### config.mk
export PLATFORM = sky130hd
export DESIGN_NAME = dmi_reg_host
export DESIGN_NICKNAME = d
export VERILOG_FILES = /design/src/rtl/dmi_reg_host.sv
export SDC_FILE = /design/constraint.sdc
export NUM_CORES = 1
export LEC_CHECK = 0
export CELL_PAD_IN_SITES_DETAIL_PLACEMENT = 1
export CELL_PAD_IN_SITES_GLOBAL_PLACEMENT = 1
export CORE_AREA = 2 2 90 157
export CTS_CLUSTER_SIZE = 28
export DETAILED_ROUTE_END_ITERATION = 12
export DIE_AREA = 0 0 92 159
export DONT_BUFFER_PORTS = 1
export MAX_ROUTING_LAYER = met4
export PLACE_DENSITY = 0.77
export RECOVER_POWER = 25
export SYNTH_ARGS = -nofsm -noshare
export SYNTH_HDL_FRONTEND = slang
export SYNTH_SLANG_ARGS = --single-unit
### constraint.sdc
create_clock -name clk_i -period 2.05 [get_ports clk_i]
set_clock_uncertainty 0.05 [all_clocks]
set_input_delay 0.1025 -clock clk_i [delete_from_list [all_inputs] [get_ports clk_i]]
set_output_delay 0.1025 -clock clk_i [all_outputs]
set_load 0.005 [all_outputs]
### src/rtl/dmi_reg_host.sv
// Register-mapped DMI initiator: a CTRL write launches one DMI request, and the block runs the
// request/response handshakes and captures the result into RDATA/STATUS.
module dmi_reg_host #(
  parameter int unsigned TimeoutCycles = 256
) (
  input  logic        clk_i,
  input  logic        rst_i,
  input  logic        dmi_rst_ni,
  input  logic        reg_req_i,
  input  logic        reg_we_i,
  input  logic [1:0]  reg_addr_i,
  input  logic [31:0] reg_wdata_i,
  output logic [31:0] reg_rdata_o,
  output logic        reg_rvalid_o,
  output logic [40:0] dmi_req_o,
  output logic        dmi_req_valid_o,
  input  logic        dmi_req_ready_i,
  input  logic [33:0] dmi_resp_i,
  input  logic        dmi_resp_valid_i,
  output logic        dmi_resp_ready_o
);

  localparam int unsigned CntW = $clog2(TimeoutCycles);

  localparam logic [1:0] ADDR_CTRL   = 2'd0;
  localparam logic [1:0] ADDR_WDATA  = 2'd1;
  localparam logic [1:0] ADDR_RDATA  = 2'd2;
  localparam logic [1:0] ADDR_STATUS = 2'd3;

  localparam logic [1:0] OP_READ  = 2'b01;
  localparam logic [1:0] OP_WRITE = 2'b10;
  localparam logic [1:0] RESP_ERR = 2'b11;

  typedef enum logic [1:0] {
    IDLE = 2'd0,
    REQ  = 2'd1,
    RSP  = 2'd2
  } state_e;

  state_e state_q, state_d;

  logic [CntW-1:0] cnt_q;
  logic [31:0]     wdata_q;
  logic [31:0]     dmi_rdata_q;
  logic [6:0]      last_addr_q;
  logic [1:0]      last_op_q;
  logic [1:0]      resp_q;
  logic            overrun_q;
  logic            timeout_q;
  logic [40:0]     req_q;
  logic [31:0]     reg_rdata_q;
  logic            reg_rvalid_q;

  logic        busy;
  logic        reg_wr;
  logic        ctrl_wr;
  logic        wdata_wr;
  logic        status_wr;
  logic        op_legal;
  logic        launch;
  logic        resp_fire;
  logic        timeout_hit;
  logic [31:0] rd_mux;

  assign busy      = (state_q != IDLE);
  assign reg_wr    = reg_req_i & reg_we_i;
  assign ctrl_wr   = reg_wr & (reg_addr_i == ADDR_CTRL);
  assign wdata_wr  = reg_wr & (reg_addr_i == ADDR_WDATA);
  assign status_wr = reg_wr & (reg_addr_i == ADDR_STATUS);
  assign op_legal  = (reg_wdata_i[1:0] == OP_READ) | (reg_wdata_i[1:0] == OP_WRITE);

  // A CTRL write that lands in the completion cycle still sees busy and counts as overrun.
  assign launch      = ctrl_wr & ~busy & op_legal & dmi_rst_ni;
  assign resp_fire   = (state_q == RSP) & dmi_resp_valid_i & dmi_rst_ni;
  assign timeout_hit = (state_q == RSP) & ~dmi_resp_valid_i & dmi_rst_ni
                     & (cnt_q == CntW'(TimeoutCycles - 1));

  // NOTE: non-blocking assignments in clocked blocks so every register samples pre-edge values.
  always_ff @(posedge clk_i) begin
    if (rst_i) state_q <= IDLE;
    else       state_q <= state_d;
  end

  // NOTE: default assignment first so no path leaves state_d unassigned (no latch).
  always_comb begin
    state_d = state_q;
    unique case (state_q)
      IDLE:    if (launch) state_d = REQ;
      REQ:     if (dmi_req_ready_i) state_d = RSP;
      RSP:     if (dmi_resp_valid_i || timeout_hit) state_d = IDLE;
      default: state_d = IDLE;
    endcase
    if (!dmi_rst_ni) state_d = IDLE;
  end

  always_comb begin
    dmi_req_valid_o  = 1'b0;
    dmi_resp_ready_o = 1'b0;
    case (state_q)
      REQ:     dmi_req_valid_o  = 1'b1;
      RSP:     dmi_resp_ready_o = 1'b1;
      default: ;
    endcase
  end

  // Runs only while waiting for a response; the exit at TimeoutCycles-1 keeps it from wrapping.
  always_ff @(posedge clk_i) begin
    if (rst_i)                cnt_q <= '0;
    else if (state_q == RSP)  cnt_q <= cnt_q + 1'b1;
    else                      cnt_q <= '0;
  end

  always_ff @(posedge clk_i) begin
    if (rst_i) begin
      wdata_q     <= '0;
      dmi_rdata_q <= '0;
      last_addr_q <= '0;
      last_op_q   <= '0;
      resp_q      <= '0;
      overrun_q   <= 1'b0;
      timeout_q   <= 1'b0;
      req_q       <= '0;
    end else begin
      if (launch) begin
        req_q       <= {reg_wdata_i[14:8], wdata_q, reg_wdata_i[1:0]};
        last_addr_q <= reg_wdata_i[14:8];
        last_op_q   <= reg_wdata_i[1:0];
      end
      if (wdata_wr && !busy) wdata_q <= reg_wdata_i;

      if (!dmi_rst_ni) begin
        if (busy) resp_q <= RESP_ERR;
      end else if (resp_fire) begin
        dmi_rdata_q <= dmi_resp_i[33:2];
        resp_q      <= dmi_resp_i[1:0];
      end else if (timeout_hit) begin
        resp_q <= RESP_ERR;
      end

      // Sticky flags: write-1-to-clear, with a same-cycle set taking priority.
      overrun_q <= (overrun_q & ~(status_wr & reg_wdata_i[3])) | (ctrl_wr & busy);
      timeout_q <= (timeout_q & ~(status_wr & reg_wdata_i[4])) | timeout_hit;
    end
  end

  always_comb begin
    rd_mux = '0;
    unique case (reg_addr_i)
      ADDR_CTRL:   rd_mux = {17'd0, last_addr_q, 6'd0, last_op_q};
      ADDR_WDATA:  rd_mux = wdata_q;
      ADDR_RDATA:  rd_mux = dmi_rdata_q;
      ADDR_STATUS: rd_mux = {27'd0, timeout_q, overrun_q, resp_q, busy};
      default:     rd_mux = '0;
    endcase
  end

  always_ff @(posedge clk_i) begin
    if (rst_i) begin
      reg_rvalid_q <= 1'b0;
      reg_rdata_q  <= '0;
    end else begin
      reg_rvalid_q <= reg_req_i & ~reg_we_i;
      reg_rdata_q  <= (reg_req_i && !reg_we_i) ? rd_mux : '0;
    end
  end

  assign reg_rdata_o  = reg_rdata_q;
  assign reg_rvalid_o = reg_rvalid_q;
  assign dmi_req_o    = req_q;

endmodule

==> summary.txt <==
Clock tree
  • CTS tree: yes
  • Cts bufs inserted: 17
  • CTS max path bufs: 2
  • Root Driver: clkbuf_16
  • Clock Sinks: 152
  • Reg clk slew, reported paths: 70 ps
  • H-tree depth: 4
  • Latest clock arrival within the worst-skew pair: 430 ps

Global routing
  • Total track usage: 0.307
  • Initial antenna violation count: 0
  • Vias in the first global route: 6455
  • First-pass GRT wire length: 34.3 mm
  • Gr ovfl total: 0
  • Pin count of the biggest net entering global routing: 103

Timing
  • Max Clk Rate: 0.502 GHz
  • Hold Worst Slack: 15.1 ps
  • Tcrit/Tclk final: 0.971
  • Max Slew Vio Count: 0
  • Setup ws final: 58.5 ps
  • Final Hold Vio Count: 0
  • Crit path time final: 1990 ps
  • Max_slew headroom: 0.582
  • Final setup viols: 0
  • Setup TNS: 0 ps
  • Slew @ Worst Pin: 628 ps

Floorplan
  • Die H: 159 microns
  • Starting density of the core: 0.455
  • Core area: 13300 sq um
  • I/O pins: 151
  • Die Span X: 92 microns
  • # rows: 56
  • Die area: 14600 sq um

Pwr
  • Worst vdd ir: 0.598 mV
  • Power per cell area: 823 nW/um^2
  • Pwr Total: 6.41 mW
  • P_leak: 2.58 nW

Worst setup path
  • Worst path cell trace: and4bb_4 > buf_16 > nand3_1 > a21oi_1 > dlygate4sd3_1
  • Setup Crit Path Kind: flop to flop
  • Critical path peak fanout: 19
  • FF-to-FF setup slack: 60 ps
  • Slowest stage delay, CP: 580 ps
  • Count of buffer and inverter cells on the critical path: 2
  • Crit path max-delay family: buffers and inverters
  • Element type at the critical path end: flop
  • Crit-path slowest cell: dlygate4sd3_1
  • Critical path required time: 2360 ps
  • CP Launch Type: flop
  • CP Data Arrival Time: 2300 ps

Yosys
  • Synth unique cells: 42
  • Mapped Cells: 689
  • Sequential area share after synthesis: 0.502
  • Syn_nets: 765
  • Yosys warning total: 0
  • Asr flop ratio synth: 0
  • Cell area after synthesis: 6060 sq um
  • Post-synth EDFFs: 0
  • Main synth FF type: dfxtp_1
  • Avg Synthesized Cell Area: 8.80 sq um
  • Synth Register Bits: 152

Drt
  • Avg WL per Cell: 24.4 microns
  • 1st-iter DRT viols: 342
  • Antenna viol nets, final: 0
  • Vias/cell: 6.33
  • Detailed-router iteration count before antenna repair: 5
  • Final wirelength: 22.7 mm
  • Vias: 5898
  • Residual DRC: 0

Layout
  • Most frequent cells in the layout: dfxtp_1 (150), a21oi_1 (109), dlygate4sd3_1 (91), nand2_1 (68), nand4_1 (41)
  • Cell Count, Final, Fillers Out: 932
  • N_diodes: 0
  • Area grow syn2layout: 28.5%
  • Layout net count: 821
  • Final instance area: 7790 sq um
  • Core Util, Final: 0.585
  • Fillers: 1480
  • Most common cell after layout, fill and taps aside: dfxtp_1
  • Layout cell share with drive strength beyond 1: 0.104

Placement
  • Port Buffers: 0
  • Placement Setup Slack: 349 ps
  • Post-Place Cells: 803
  • Area after DPL: 6160 sq um
  • Post-DP HPWL: 11.8 mm
  • Placer Congestion: 0.813

Status
  • Status: finished clean

Worst hold path
  • HP Class: primary input to flop

Job
  • Max-cap violation count: 0
synth_stat cells (3+ instances only):
master	n	area [sq um]
a22oi_1	23	173
a21oi_1	109	546
nand2_1	68	255
dfxtp_1	152	3040
mux2_2	3	33.8
buf_1	4	15.0
nand4_1	41	257
nand2b_1	7	43.8
buf_6	3	33.8
nor2_1	39	146
nor2b_1	6	37.5
o31ai_1	31	233
clkbuf_1	43	161
a2bb2oi_1	7	61.3
inv_1	8	30.0
xor2_1	3	26.3
nand3_1	36	180
o31ai_2	10	125
mux2i_1	7	70.1
buf_4	4	30.0
o21ai_0	38	190
buf_2	19	95.1
sequential cells by signal (all words and copies together) (netlist names):
name,cells
dmi_req_o,33
dmi_rdata_q,32
reg_rdata_o,32
wdata_q,32
cnt_q,8
last_addr_q,7
resp_q,2
state_q,2
last_op_q,1
overrun_q,1
reg_rvalid_o,1
timeout_q,1
report_power, final:
group | leakage, nW | total (mW) | switching, mW | internal, mW
registers | 1.23 | 2.99 | 0.0168 | 2.97
clock network | 0.268 | 2.94 | 1.33 | 1.61
logic | 1.08 | 0.488 | 0.297 | 0.191
total | 2.58 | 6.41 | 1.64 | 4.77
tightest hold or removal path, cell delays in order:
cell and delay, ps:
nor2_1 50, a41o_1 240, o31ai_1 60
path summary, 6_finish.rpt:
path | depth (start not counted) | to | from
setup / recovery | 5 | wdata_q[9] | state_q[1]
hold / removal | 3 | dmi_req_o[1] | reg_addr_i[0]
setup reg to reg | 5 | wdata_q[9] | state_q[1]
hold reg to reg | 1 | cnt_q[0] | cnt_q[0]
layout make-up:
type                       count  area (sq um)  share of cell area
clock buffer                  18           439              0.0564
clock inverter                14           113              0.0145
inverter                       8          30.0             0.00385
multi-input combinational    455          2710               0.348
sequential                   152          3050               0.391
tap                          174           218              0.0279
timing repair buffer         111          1230               0.158
cells by family after synthesis:
family / share of synthesized area
flip-flops: 0.502
AND/OR/NAND/NOR: 0.175
adder cells (fa/ha/maj): 0.00206
multiplexers: 0.0246
buffers and inverters: 0.0611
AO/OA/AOI/OAI: 0.228
XOR/XNOR: 0.00722
layer usage:
| layer | track usage | wire, microns | vias to the layer above | share of wire |
|---|---|---|---|---|
| met5 | - | 0 | - | 0 |
| met2 | 0.564 | 12600 | 267 | 0.55 |
| met1 | 0.301 | 7840 | 2948 | 0.35 |
| met3 | 0.0620 | 1210 | 81 | 0.053 |
| li1 | - | - | 2602 | - |
| met4 | 0.153 | 1080 | 0 | 0.047 |
timing repair:
action	CTS	global route
hold buffers	92	0
resized for setup	0	9
endpoints found under the hold margin	128	0
setup endpoints to repair	0	17
buffers inserted	0	1
Note: power is estimated with default switching activity, not from simulation.
